==> src/rtl/button_pkg.sv <==
// Shared definitions for the button conditioner: per-channel FSM state
// encoding and the default timing parameters (cycles at a 1 MHz clock).
package button_pkg;

   typedef enum logic [1:0] {
      ST_RELEASED     = 2'd0,
      ST_PRESS_WAIT   = 2'd1,
      ST_PRESSED      = 2'd2,
      ST_RELEASE_WAIT = 2'd3
   } btn_state_e;

   localparam int DEF_NUM_BTN         = 3;
   localparam int DEF_DEBOUNCE_CYCLES = 10000;    // 10 ms
   localparam int DEF_HOLD_CYCLES     = 1000000;  // 1 s

endpackage

==> src/rtl/button_channel.sv <==
// One button channel: 2-flop synchronizer, debounce FSM, debounce counter
// and long-press hold counter. All outputs are registered.
// Parameters must satisfy DEBOUNCE_CYCLES >= 2 and HOLD_CYCLES > DEBOUNCE_CYCLES.
module button_channel
   import button_pkg::*;
#(
   parameter int DEBOUNCE_CYCLES = DEF_DEBOUNCE_CYCLES,
   parameter int HOLD_CYCLES     = DEF_HOLD_CYCLES
) (
   input  logic clk,
   input  logic res,
   input  logic raw,
   output logic level,
   output logic press,
   output logic rel,
   output logic hold
);

   localparam int DB_W = $clog2(DEBOUNCE_CYCLES);
   localparam int HD_W = $clog2(HOLD_CYCLES);
   localparam logic [DB_W-1:0] DB_LAST = DB_W'(DEBOUNCE_CYCLES - 1);
   localparam logic [HD_W-1:0] HD_LAST = HD_W'(HOLD_CYCLES - 1);

   logic            sync1_q;
   logic            s_q;
   btn_state_e      state_q,    state_d;
   logic [DB_W-1:0] db_cnt_q,   db_cnt_d;
   logic [HD_W-1:0] hold_cnt_q, hold_cnt_d;
   logic            hold_done_q, hold_done_d;
   logic            level_q,    level_d;
   logic            press_q,    press_d;
   logic            rel_q,      rel_d;
   logic            hold_q,     hold_d;

   // Two-stage synchronizer for the asynchronous raw button level
   always_ff @(posedge clk or posedge res) begin
      if (res) begin
         sync1_q <= 1'b0;
         s_q     <= 1'b0;
      end else begin
         sync1_q <= raw;
         s_q     <= sync1_q;
      end
   end

   // Next-state, counter and event logic; pulses default low every cycle
   always_comb begin
      state_d     = state_q;
      db_cnt_d    = db_cnt_q;
      hold_cnt_d  = hold_cnt_q;
      hold_done_d = hold_done_q;
      level_d     = level_q;
      press_d     = 1'b0;
      rel_d       = 1'b0;
      hold_d      = 1'b0;
      case (state_q)
         ST_RELEASED: begin
            if (s_q) begin
               state_d  = ST_PRESS_WAIT;
               db_cnt_d = '0;
            end
         end
         ST_PRESS_WAIT: begin
            if (!s_q) begin
               state_d = ST_RELEASED;
            end else if (db_cnt_q == DB_LAST) begin
               state_d     = ST_PRESSED;
               level_d     = 1'b1;
               press_d     = 1'b1;
               hold_cnt_d  = '0;
               hold_done_d = 1'b0;
            end else begin
               db_cnt_d = db_cnt_q + 1'b1;
            end
         end
         ST_PRESSED: begin
            // Hold counter saturates at its last value; hold_done keeps the
            // long-press event to a single pulse per accepted press.
            if (hold_cnt_q != HD_LAST) begin
               hold_cnt_d = hold_cnt_q + 1'b1;
            end
            if (hold_cnt_q == HD_LAST && !hold_done_q) begin
               hold_d      = 1'b1;
               hold_done_d = 1'b1;
            end
            if (!s_q) begin
               state_d  = ST_RELEASE_WAIT;
               db_cnt_d = '0;
            end
         end
         ST_RELEASE_WAIT: begin
            // Hold counter is frozen here so a short glitch only delays it
            if (s_q) begin
               state_d = ST_PRESSED;
            end else if (db_cnt_q == DB_LAST) begin
               state_d = ST_RELEASED;
               level_d = 1'b0;
               rel_d   = 1'b1;
            end else begin
               db_cnt_d = db_cnt_q + 1'b1;
            end
         end
         default: begin
            state_d = ST_RELEASED;
         end
      endcase
   end

   // State, counter and output registers
   always_ff @(posedge clk or posedge res) begin
      if (res) begin
         state_q     <= ST_RELEASED;
         db_cnt_q    <= '0;
         hold_cnt_q  <= '0;
         hold_done_q <= 1'b0;
         level_q     <= 1'b0;
         press_q     <= 1'b0;
         rel_q       <= 1'b0;
         hold_q      <= 1'b0;
      end else begin
         state_q     <= state_d;
         db_cnt_q    <= db_cnt_d;
         hold_cnt_q  <= hold_cnt_d;
         hold_done_q <= hold_done_d;
         level_q     <= level_d;
         press_q     <= press_d;
         rel_q       <= rel_d;
         hold_q      <= hold_d;
      end
   end

   assign level = level_q;
   assign press = press_q;
   assign rel   = rel_q;
   assign hold  = hold_q;

endmodule

==> src/rtl/button_conditioner.sv <==
// Button conditioner top: NUM_BTN independent debounce channels
// (bit 0 start_stop, bit 1 lap_time, bit 2 clear).
module button_conditioner
   import button_pkg::*;
#(
   parameter int NUM_BTN         = DEF_NUM_BTN,
   parameter int DEBOUNCE_CYCLES = DEF_DEBOUNCE_CYCLES,
   parameter int HOLD_CYCLES     = DEF_HOLD_CYCLES
) (
   input  logic               clk,
   input  logic               res,
   input  logic [NUM_BTN-1:0] btn_raw,
   output logic [NUM_BTN-1:0] btn_level,
   output logic [NUM_BTN-1:0] btn_press,
   output logic [NUM_BTN-1:0] btn_release,
   output logic [NUM_BTN-1:0] btn_hold
);

   for (genvar i = 0; i < NUM_BTN; i++) begin : g_ch
      button_channel #(
         .DEBOUNCE_CYCLES (DEBOUNCE_CYCLES),
         .HOLD_CYCLES     (HOLD_CYCLES)
      ) u_ch (
         .clk   (clk),
         .res   (res),
         .raw   (btn_raw[i]),
         .level (btn_level[i]),
         .press (btn_press[i]),
         .rel   (btn_release[i]),
         .hold  (btn_hold[i])
      );
   end

endmodule

==> config.mk <==
export PLATFORM = sky130hd
export DESIGN_NAME = button_conditioner
export DESIGN_NICKNAME = d
export VERILOG_FILES = /design/src/rtl/button_pkg.sv /design/src/rtl/button_channel.sv /design/src/rtl/button_conditioner.sv
export SDC_FILE = /design/constraint.sdc
export NUM_CORES = 1
export LEC_CHECK = 0
export CAP_MARGIN = 25
export CORE_ASPECT_RATIO = 0.75
export CORE_MARGIN = 4
export CORE_UTILIZATION = 38
export DETAILED_ROUTE_END_ITERATION = 6
export DONT_BUFFER_PORTS = 1
export SYNTH_ARGS = -nofsm -noshare
export SYNTH_HDL_FRONTEND = slang
export SYNTH_HIERARCHICAL = 1
export SYNTH_SLANG_ARGS = --single-unit
==> constraint.sdc <==
create_clock -name clk -period 4.1 [get_ports clk]
set_input_delay 0.82 -clock clk [delete_from_list [all_inputs] [get_ports clk]]
set_output_delay 0.82 -clock clk [all_outputs]
set_load 0.02 [all_outputs]
Word-level counts from Yosys, hierarchy flattened

Cells that the tools add are included.

Add/subtract/negate cells: 6
Equal/unequal tests: 48
Multiplexer cells: 96
Reduce and logical (&&, ||, !) cells: 30

Operator list:

| operator              | number |
|---|---|
| $mux 14               | 15 |
| $mux 20               | 9 |
| $pmux 14 s4           | 3 |
| $pmux 20 s2           | 3 |
| $add 20x1->20 const B | 3 |
| $eq 20x20->1 const B  | 3 |
| $ne 20x20->1 const B  | 3 |
| $reduce_and 4->1      | 12 |
| $add 14x1->14 const B | 3 |
| $eq 14x14->1 const B  | 3 |
| $mux 1                | 39 |
| $mux 2                | 18 |
| $ne 2x1->1 const B    | 18 |
| $pmux 2 s4            | 3 |
| $reduce_and 5->1      | 3 |
| $eq 2x2->1 const B    | 6 |
| $ne 2x2->1 const B    | 6 |
| $pmux 1 s2            | 6 |
| $reduce_bool 2->1     | 6 |
| $ne 3x1->1 const B    | 3 |
| $ne 3x3->1 const B    | 3 |
| $eq 2x1->1 const B    | 3 |
| $logic_not 2->1       | 3 |
| $logic_and 1x1->1     | 3 |
| $logic_not 1->1       | 3 |

Register bits after elaboration: 129
Logic and storage cells: 210

Longest topological paths before layout

Gate-level depths: netlist of the first run.

Depth in word-level cells: 4
Depth in mapped cells: 7
Depth with buffers taken out: 6

Cells and area by module

Netlist of the first run, hierarchy kept.

By module, submodules not included:

| module                             | times used | cells an instance | area each (um2) | sequential area each (um2) |
|---|---|---|---|---|
| button_channel at g_ch[0].u_ch ... | 2          | 257               | 2,359.8         | 1,076.0 |
| button_channel at g_ch[2].u_ch     | 1          | 238               | 2,314.7         | 1,076.0 |

Worst setup path after synthesis of the first run

OpenSTA, ideal clock, no wires.

Kind: reg-to-reg
Start point: register g_ch[0].u_ch.db_cnt_q[12]
End point: register g_ch[0].u_ch.db_cnt_q[4]
Arrival: 1,730 ps
Required time: 3,979 ps
Path slack: 2,249 ps
Stages on the path, launching flop included: 5
Buffers on the path: 0
Cell sequence: dfrtp_1 -> or4_4 -> o41ai_4 -> o21ai_1 -> a22o_1

Longest elaborated chain between the ends: 4

Ends and longest elaborated chain:

| item                              | RTL line                                   | text |
|---|---|---|
| start: declaration                | button_channel.sv:27                       | `logic [DB_W-1:0] db_cnt_q, db_cnt_d;` |
| start signal: assignment          | button_channel.sv:122                      | `db_cnt_q <= db_cnt_d;` |
| $eq 14x14->1 (*)                  | button_channel.sv:66, button_channel.sv:95 |  |
| $mux 14 (*)                       | -                                          |  |
| $mux 14, on equally long branches | -                                          |  |
| $pmux 14 s4 (*)                   | -                                          |  |

Mark *: on every way between the ends. The rest lies on a longest branch, timed or not. The select of a mux whose other input is x is not followed.
A chain may end at the register's enable or synchronous reset.

Final worst setup path of the first run

Start point: register g_ch[2].u_ch.state_q[0]
End point: register g_ch[2].u_ch.hold_cnt_q[0]

Longest elaborated chain between the ends: 3

Ends and longest elaborated chain:

| item                                                      | RTL line              | text |
|---|---|---|
| start: declaration                                        | button_channel.sv:26  | `btn_state_e state_q, state_d;` |
| start signal: assignment                                  | button_channel.sv:121 | `state_q <= state_d;` |
| $eq 2x2->1 or $eq 2x1->1 (tied branches)                  | button_channel.sv:56  | `case (state_q)` |
| $ne 2x1->1 (no line) or $reduce_bool 2->1 (tied branches) | -                     |  |
| $reduce_and 4->1 (no line)                                | -                     |  |
| end signal: assignment                                    | button_channel.sv:123 | `hold_cnt_q <= hold_cnt_d;` |
| end: declaration                                          | button_channel.sv:28  | `logic [HD_W-1:0] hold_cnt_q, hold_cnt_d;` |

Several ways; a longest one is shown, not always the timed one.

==> results of run 1 <==
[stage by stage]
stage	hold WS, ns	total power [mW]	cell area, um2	instances	setup WS (ns)
3_3_place_gp	0.334	1.45	7230	969	1.72
2_1_floorplan	0.331	1.43	7030	752	2.25
4_1_cts	0.347	3.14	7890	1002	1.54
5_1_grt	0.355	3.22	7890	1002	1.27
6_report	0.346	3.10	7890	1002	1.50
3_5_place_dp	0.335	1.46	7240	970	1.59
[Yosys cell counts, types with 11 or more instances]
library cell	count	area [um2]
a21oi_1	44	220
a22o_1	13	114
and3_1	12	75.1
buf_2	11	55.1
clkbuf_1	16	60.1
dfrtp_1	129	3230
inv_1	27	101
nand2_1	75	282
nand3_1	55	275
nand4_1	24	150
nor2_1	40	150
o211ai_1	27	203
o21ai_0	47	235
o31ai_1	15	113
or3_1	24	150
or4_1	26	195
[how the worst max path moves through the flow]
stage,to,slack (ns),depth (start not counted)
finish,g_ch[2].u_ch/hold_cnt_q[0],1.50,5
detailed placement,g_ch[2].u_ch/hold_cnt_q[0],1.59,5
global placement,g_ch[2].u_ch/hold_cnt_q[0],1.72,5
global route,g_ch[2].u_ch/hold_cnt_q[0],1.27,5
floorplan,g_ch[0].u_ch/db_cnt_q[4],2.25,4
CTS,g_ch[2].u_ch/hold_cnt_q[0],1.54,5
[routing by layer]
metal | vias to the layer above | wire length, um | GRT usage
li1 | 2839 | - | -
met1 | 2929 | 7870 | 0.229
met2 | 142 | 7030 | 0.229
met3 | 17 | 749 | 0.0398
met4 | 0 | 195 | 0.0494
met5 | - | 0 | 0
[area by class of cell]
cell class	instances	area, um2
Inverter	29	109
Timing Repair Buffer	6	45.0
Fill cell	1668	10000
Clock inverter	11	183
Clock buffer	21	470
Tap cell	242	303
Sequential cell	129	3230
Multi-Input combinational cell	564	3560
[kinds of logic after synthesis]
logic type | Yosys count
mux | 7
buf+inv | 59
simple gates | 351
flops | 129
compound gates | 181
xor+xnor | 19
fa+ha+maj | 6
[power by group]
| group | internal (mW) | leakage, nW | switching [mW] |
|---|---|---|---|
| Combinational | 0.0336 | 1.17 | 0.0622 |
| Sequential | 1.30 | 1.77 | 0.0406 |
| Clock | 1.12 | 0.323 | 0.542 |
==> results_dict.tcl, run 1 <==
set metrics [dict create \
    critical_path.cell_chain "nor4bb_1, nand4_1, inv_1, o22ai_1, a22o_1" \
    hold_viol 0 \
    antenna_cells 0 \
    top_regs "g_ch.u_ch/hold_cnt_q: 60 flops, g_ch.u_ch/db_cnt_q: 42 flops" \
    fin_crit_sh 0.635 \
    rsz0062_at_grt "no" \
    ctsHoldBuffers 0 \
    cts_resized 0 \
    fmax_mhz 384 \
    cp.required_ns 4.40 \
    synthesis.area_um2 7030 \
    ys.flop_type "dfrtp_1" \
    max_stage_delay_ns 0.74 \
    synth_xor_area_frac 0.0237 \
    cts_made_buffers 17 \
    totalWireLength_um 15900 \
    final_common_cell "dfrtp_1" \
    die_w_um 165 \
    drc 0 \
    grt_pass1_vias 5510 \
    dp_hpwl_um 10800 \
    synth_top_family_by_area "simple AND/OR/NAND/NOR gates" \
    clk_latency_ns 0.42 \
    synth_compound_area_frac 0.169 \
    rows 42 \
    synth.avg_cell_area_um2 9.35 \
    start_util 0.393 \
    cts_root_buffer "clkbuf_16" \
    whs_path_depth 0 \
    grtUsageTotal 0.157 \
    crit_slowest_cell "dfrtp_1" \
    wl_per_cell_um 15.8 \
    gp_congestion 0.905 \
    yosysWarnings 6 \
    cts.reportedPaths.clkPinSlew_ns 0.06 \
    avgViaCountPerCell 5.92 \
    maxSlewViolCount 0 \
    h-tree-depth 4 \
    r2r_start "g_ch[2].u_ch/state_q[0]" \
    grt_pass1_wl_um 27000 \
    cts_tree "built" \
    final_nets 758 \
    worstSetupStartpoint "g_ch[2].u_ch/state_q[0]" \
    syn_inst 752 \
    hold_start "g_ch[1].u_ch/sync1_q" \
    numPortBuffers 0 \
    yosysSeqAreaShare 0.459 \
    drtAntennaViolNets 0 \
    synth_seq_cells 129 \
    die-area_um2 20800 \
    core_area_um2 17900 \
    crit_path_start_kind "flop" \
    drt_iter0_markers 578 \
    fin_crit_ns 2.60 \
    synth_nets 763 \
    grt_overflow 0 \
    synthArstFlopShare 1.00 \
    r2r_slack_ns 1.50 \
    critPathTopFamily "simple AND/OR/NAND/NOR gates" \
    largest_reg_flops 60 \
    r2r_end "g_ch[2].u_ch/hold_cnt_q[0]" \
    synth_edf_count 0 \
    synthAdderAreaFrac 0.0107 \
    syn_to_final_growth_pct 12.2 \
    grt_max_degree 44 \
    finalSetupViolations 0 \
    cts.path.max_buffers 2 \
    synthMuxAreaShare 0.0110 \
    ir_worst_vdd_v 0.000179 \
    regMostFlops "g_ch.u_ch/hold_cnt_q" \
    critPathBufInv 1 \
    worstMarginPinSlew_ns 0.780 \
    endpoint_kind "flop" \
    die_y_um 126 \
    io_pins 17 \
    path_class "reg2reg" \
    power_leakage_nw 3.27 \
    final_layout_size_suffix_gt1_frac 0.0816 \
    crit_fanout 22 \
    hold_class "reg2reg" \
    yosys.area_share.simple 0.291 \
    final_core_util 0.441 \
    fin_skew_ns 0.0131 \
    layout_common_cells "dfrtp_1, nand2_1, nand3_1" \
    dr.pass1.iters 5 \
    worstPathArrival_ns 2.90 \
    fin_setup_tns_ns 0 \
    clock_sinks 129 \
    antenna_found_initial 0 \
    cts_setup_buffers 0 \
    max_cap_viol_count 0 \
    max_slew_margin 0.478 \
    worstHoldEndpoint "g_ch[1].u_ch/s_q" \
    vias 5927 \
    worst-r2r-cell-count 5 \
    synth_cell_types 59 \
    power.density_nw_per_um2 392 \
    status "completed" \
]
(Power assumes the default switching activity.)
==> inputs of run 2 (changes only) <==
==> constraint.sdc (replaced) <==
create_clock -name clk -period 2.2 [get_ports clk]
set_input_delay 0.44 -clock clk [delete_from_list [all_inputs] [get_ports clk]]
set_output_delay 0.44 -clock clk [all_outputs]
set_load 0.02 [all_outputs]
==> run 2 against run 1 <==
The flow now finishes with violations (hold timing). Flip-flop and latch count is the same. Clock power grew 75%. Register-to-register slack lost 1.3 ns. Clock skew shrank 0.0037 ns. Sequential power grew 85%. Critical path depth shrank 1. Routed wire length grew 4.6%. Non-clock buffer count grew 24.
==> results_dict.tcl, run 2 (synthesized netlist as in run 1, its figures left out) <==
set metrics [dict create \
    final_nets 782 \
    clock_sinks 129 \
    grtUsageTotal 0.165 \
    fin_skew_ns 0.00938 \
    num-fill-cells 1680 \
    cts.reportedPaths.clkPinSlew_ns 0.06 \
    die-area_um2 20800 \
    cts_made_buffers 17 \
    violations "hold timing" \
    crit_path_start_kind "flop" \
    fin_setup_tns_ns 0 \
    whs_ns -0.0193 \
    cp.required_ns 2.50 \
    syn_to_final_growth_pct 14.1 \
    gp_congestion 0.866 \
    met2_usage 0.248 \
    io_pins 17 \
    use_met3 0.0457 \
    drt_iter0_markers 449 \
    antenna_cells 0 \
    top_regs "g_ch.u_ch/hold_cnt_q: 60 flops, g_ch.u_ch/db_cnt_q: 42 flops" \
    numPortBuffers 0 \
    vias 6007 \
    fin_crit_ns 2.05 \
    crit_fanout 10 \
    grt_pass1_vias 5788 \
    cts_root_buffer "clkbuf_16" \
    antenna_found_initial 0 \
    status "finished with violations" \
    die_w_um 165 \
    final_common_cell "dfrtp_1" \
    finalPower_mw 5.59 \
    fin_crit_sh 0.932 \
    cts_tree "built" \
    largest_reg_flops 60 \
    cts.path.max_buffers 2 \
    hold_class "in2async" \
    ir_worst_vdd_v 0.000501 \
    h-tree-depth 4 \
    final_layout_size_suffix_gt1_frac 0.110 \
    worstPathArrival_ns 2.35 \
    die_y_um 126 \
    cts_resized 0 \
    max_cap_viol_count 0 \
    clk_latency_ns 0.42 \
    maxSlewViolCount 0 \
    power_leakage_nw 3.35 \
    rsz0062_at_grt "no" \
    drtAntennaViolNets 0 \
    grt_overflow 0 \
    fmax_mhz 488 \
    hold_viol 22 \
    worstMarginPinSlew_ns 0.876 \
    endpoint_kind "flop" \
    core_area_um2 17900 \
    grt_max_degree 44 \
    dp_hpwl_um 11500 \
    drc 0 \
    avgViaCountPerCell 5.85 \
    grt_pass1_wl_um 28400 \
    dr.pass1.iters 5 \
    rows 42 \
    start_util 0.393 \
    totalWireLength_um 16600 \
    max_slew_margin 0.412 \
    path_class "reg2reg" \
    power.density_nw_per_um2 696 \
    regMostFlops "g_ch.u_ch/hold_cnt_q" \
    use_met1 0.231 \
    finalSetupViolations 0 \
    layout_common_cells "dfrtp_1, nand2_1, nand3_1" \
    wl_per_cell_um 16.2 \
    top_usage_layer "met2" \
]
-- run 2: cell type report --
cell class	count	area, um2	area share
Tap cell	242	303	0.0377
Clock inverter	14	165	0.0206
Multi-Input combinational cell	564	3560	0.443
Sequential cell	129	3230	0.402
Clock buffer	18	439	0.0547
Timing Repair Buffer	30	228	0.0284
Inverter	29	109	0.0136
-- run 2: through the flow --
step | setup WS [ns] | area, um2 | hold WS, ns | utilization | std cells
floorplan | 0.349 | 7030 | 0.331 | - | 752
global placement | 0.255 | 7410 | 0.337 | 0.414 | 993
detailed placement | 0.163 | 7410 | 0.339 | 0.414 | 993
CTS | 0.158 | 8030 | 0.00408 | 0.448 | 1026
global route | 0.0327 | 8030 | 0.0215 | 0.448 | 1026
finish | 0.149 | 8030 | -0.0193 | 0.448 | 1026
-- run 2: repair_timing --
| action | CTS | global route |
|---|---|---|
| endpoints found under the hold margin | 13 | 0 |
| setup buffers | 0 | 0 |
| hold buffers | 1 | 0 |
-- run 2: metal layers --
layer,share of wire,up-vias
met3,0.048,17
met2,0.46,134
met4,0.014,0
li1,-,2875
met5,0,-
met1,0.48,2981
-- run 2: final timing paths --
| check | cells past startpoint | from | slack, ns | to |
|---|---|---|---|---|
| worst max-delay path | 4 | g_ch[1].u_ch/db_cnt_q[12] | 0.15 | g_ch[1].u_ch/db_cnt_q[4] |
| worst min-delay path | 1 | res | -0.02 | g_ch[1].u_ch/hold_cnt_q[3] |
| worst max register to register | 4 | g_ch[1].u_ch/db_cnt_q[12] | 0.15 | g_ch[1].u_ch/db_cnt_q[4] |
| worst min register to register | 0 | g_ch[0].u_ch/sync1_q | 0.35 | g_ch[0].u_ch/s_q |
| max in group asynchronous | 3 | res | 1.16 | g_ch[0].u_ch/hold_cnt_q[8] |
| min in group clk | 0 | btn_raw[1] | 0.05 | g_ch[1].u_ch/sync1_q |
-- run 2: critical path, cell delays in order (launching register included) --
cell,delay [ns]
dfrtp_1,0.44
or4_4,0.58
o41ai_4,0.60
o21ai_1,0.13
a22o_1,0.20
-- run 2: report_power, final --
group / internal [mW] / switching, mW / total (mW)
logic: 0.0731 / 0.134 / 0.207
clock network: 1.80 / 1.09 / 2.90
registers: 2.42 / 0.0651 / 2.48
==> inputs of run 3 (changes only) <==
--- a/config.mk
+++ b/config.mk
@@ -8,9 +8,11 @@
 export CAP_MARGIN = 25
 export CORE_ASPECT_RATIO = 0.75
 export CORE_MARGIN = 4
-export CORE_UTILIZATION = 38
+export CORE_UTILIZATION = 55
+export CTS_BUF_LIST = sky130_fd_sc_hd__clkbuf_8
 export DETAILED_ROUTE_END_ITERATION = 6
 export DONT_BUFFER_PORTS = 1
+export PLACE_DENSITY = 0.73
 export SYNTH_ARGS = -nofsm -noshare
 export SYNTH_HDL_FRONTEND = slang
 export SYNTH_HIERARCHICAL = 1
==> constraint.sdc (replaced) <==
create_clock -name clk -period 2.2 [get_ports clk]
set_input_delay 0.66 -clock clk [delete_from_list [all_inputs] [get_ports clk]]
set_output_delay 0.66 -clock clk [all_outputs]
set_load 0.02 [all_outputs]
==> run 3 against run 2 <==
The run now ends clean. Design area decreased by 3.6%. Register-to-register slack about the same. Sequential share of layout area increased by 1.5 points. Global-route usage increased by 5.2 points. Combinational power about the same. Power decreased by 13%. Via count increased by 0.57%. Largest cell class unchanged.
==> results_dict.tcl, run 3 (synthesized netlist as in run 1, its figures left out) <==
set metrics [dict create \
    final_nets 777 \
    gp_congestion 0.868 \
    drt_iter0_markers 808 \
    die-area_um2 14700 \
    endpoint_kind "flop" \
    pwr-share-clk 0.449 \
    fin_skew_ns 0.0110 \
    cts_root_buffer "clkbuf_8" \
    die_w_um 139 \
    grtUsageTotal 0.218 \
    intPower_mw 3.71 \
    cts.path.max_buffers 2 \
    power.density_nw_per_um2 630 \
    crit_slowest_cell "o21ai_0" \
    fin_crit_sh 0.937 \
    fmax_mhz 485 \
    worstPathArrival_ns 2.36 \
    layout_common_cells "dfrtp_1, nand2_1, nand3_1" \
    die_y_um 106 \
    ctsHoldBuffers 0 \
    ir_worst_vdd_v 0.000487 \
    critPathTopFamily "compound AO/OA/AOI/OAI gates" \
    io_pins 17 \
    regMostFlops "g_ch.u_ch/hold_cnt_q" \
    largest_reg_flops 60 \
    final_common_cell "dfrtp_1" \
    r2r_start "g_ch[1].u_ch/db_cnt_q[0]" \
    fin_crit_ns 2.06 \
    wl_per_cell_um 16.5 \
    rows 35 \
    finalNonFillerCells 945 \
    grt_max_degree 44 \
    max_slew_margin 0.544 \
    dr.pass1.iters 5 \
    switching_share 0.239 \
    h-tree-depth 4 \
    final_layout_size_suffix_gt1_frac 0.105 \
    vias 6041 \
    crit_fanout 7 \
    dp_hpwl_um 10800 \
    power_leakage_nw 3.26 \
    avgViaCountPerCell 6.39 \
    max_cap_viol_count 0 \
    clock_sinks 129 \
    drc 0 \
    crit_path_start_kind "flop" \
    rsz0062_at_grt "no" \
    critical_path.cell_chain "ha_1, nand3_1, nand4b_1, o21ai_0, o211ai_1" \
    cp.required_ns 2.50 \
    hold_viol 0 \
    antenna_cells 0 \
    worstSetupStartpoint "g_ch[1].u_ch/db_cnt_q[0]" \
    drtAntennaViolNets 0 \
    core_area_um2 12400 \
    start_util 0.568 \
    worstMarginPinSlew_ns 0.679 \
    max_stage_delay_ns 0.59 \
    antenna_found_initial 0 \
    cts_tree "built" \
    clk_latency_ns 0.44 \
    post-place-ws_ns 0.180 \
    cts_made_buffers 17 \
    cts.reportedPaths.clkPinSlew_ns 0.07 \
    syn_to_final_growth_pct 10.0 \
    numPortBuffers 0 \
    finalPower_mw 4.88 \
    whs_ns 0.0634 \
    critPathBufInv 0 \
    pwr-share-comb 0.042 \
    grt_pass1_vias 5431 \
    top_regs "g_ch.u_ch/hold_cnt_q: 60 flops, g_ch.u_ch/db_cnt_q: 42 flops" \
    cts_setup_buffers 0 \
    switchingPower_mw 1.17 \
    seqPwrFrac 0.508 \
    status "completed" \
    maxSlewViolCount 0 \
    timing.final.ws_setup_ns 0.140 \
    cts_resized 0 \
    hold_class "in2async" \
    path_class "reg2reg" \
    grt_pass1_wl_um 26500 \
    placed_cells_incl_taps 913 \
    fin_setup_tns_ns 0 \
    finalSetupViolations 0 \
    totalWireLength_um 15600 \
    grt_overflow 0 \
]
[run 3: cell types whose count changed in the layout (fill, tap and decap cells not counted), sizes merged]
| cell | delta |
|---|---|
| bufinv | +1 |
| dlygate4sd3 | -1 |
| clkinv | -2 |
| buf | -4 |
| clkbuf | -1 |
| inv | +2 |
[run 3: worst paths after layout]
check / endpoint / slack, ns / cells past startpoint
min: g_ch[2].u_ch/hold_cnt_q[16] / 0.06 / 1
max: g_ch[1].u_ch/hold_cnt_q[11] / 0.14 / 5
max in group asynchronous: g_ch[0].u_ch/hold_cnt_q[3] / 1.59 / 2
min in group clk: g_ch[2].u_ch/sync1_q / 0.24 / 0
max reg2reg: g_ch[1].u_ch/hold_cnt_q[11] / 0.14 / 5
min reg2reg: g_ch[0].u_ch/s_q / 0.35 / 0
[run 3: worst register-to-register path, delay by kind of cell, from the launching register on]
family                     cells  cell delay (ns)
adders and majority gates      1             0.27
AOI/OAI and AO/OA              2             0.76
and+or+nand+nor                2             0.50
DFF                            1             0.41
[run 3: per-stage QoR]
| step | util | instance area (um2) |
|---|---|---|
| 2_1_floorplan | - | 7030 |
| 3_3_place_gp | 0.590 | 7310 |
| 3_5_place_dp | 0.590 | 7310 |
| 4_1_cts | 0.625 | 7740 |
| 5_1_grt | 0.625 | 7740 |
| 6_report | 0.625 | 7740 |
[run 3: power by group through the flow]
stage | registers (mW) | logic [mW] | clock network [mW]
2_1_floorplan | 2.49 | 0.174 | 0
3_3_place_gp | 2.52 | 0.200 | 0
3_5_place_dp | 2.52 | 0.210 | 0
4_1_cts | 2.48 | 0.210 | 2.23
5_1_grt | 2.49 | 0.237 | 2.35
6_report | 2.48 | 0.207 | 2.19
[run 3: layout make-up]
type,instances,area (um2)
multi-input combinational,564,3560
timing repair buffer,25,213
clock inverter,15,194
tap,166,208
fill,1027,4650
clock buffer,17,234
inverter,29,109
sequential,129,3230
[run 3: routing by layer]
metal	GRT usage	up-vias	wire length, um
li1	-	2866	-
met1	0.316	2942	7640
met2	0.325	208	6790
met3	0.0499	25	958
met4	0.0719	0	225
met5	0	-	0
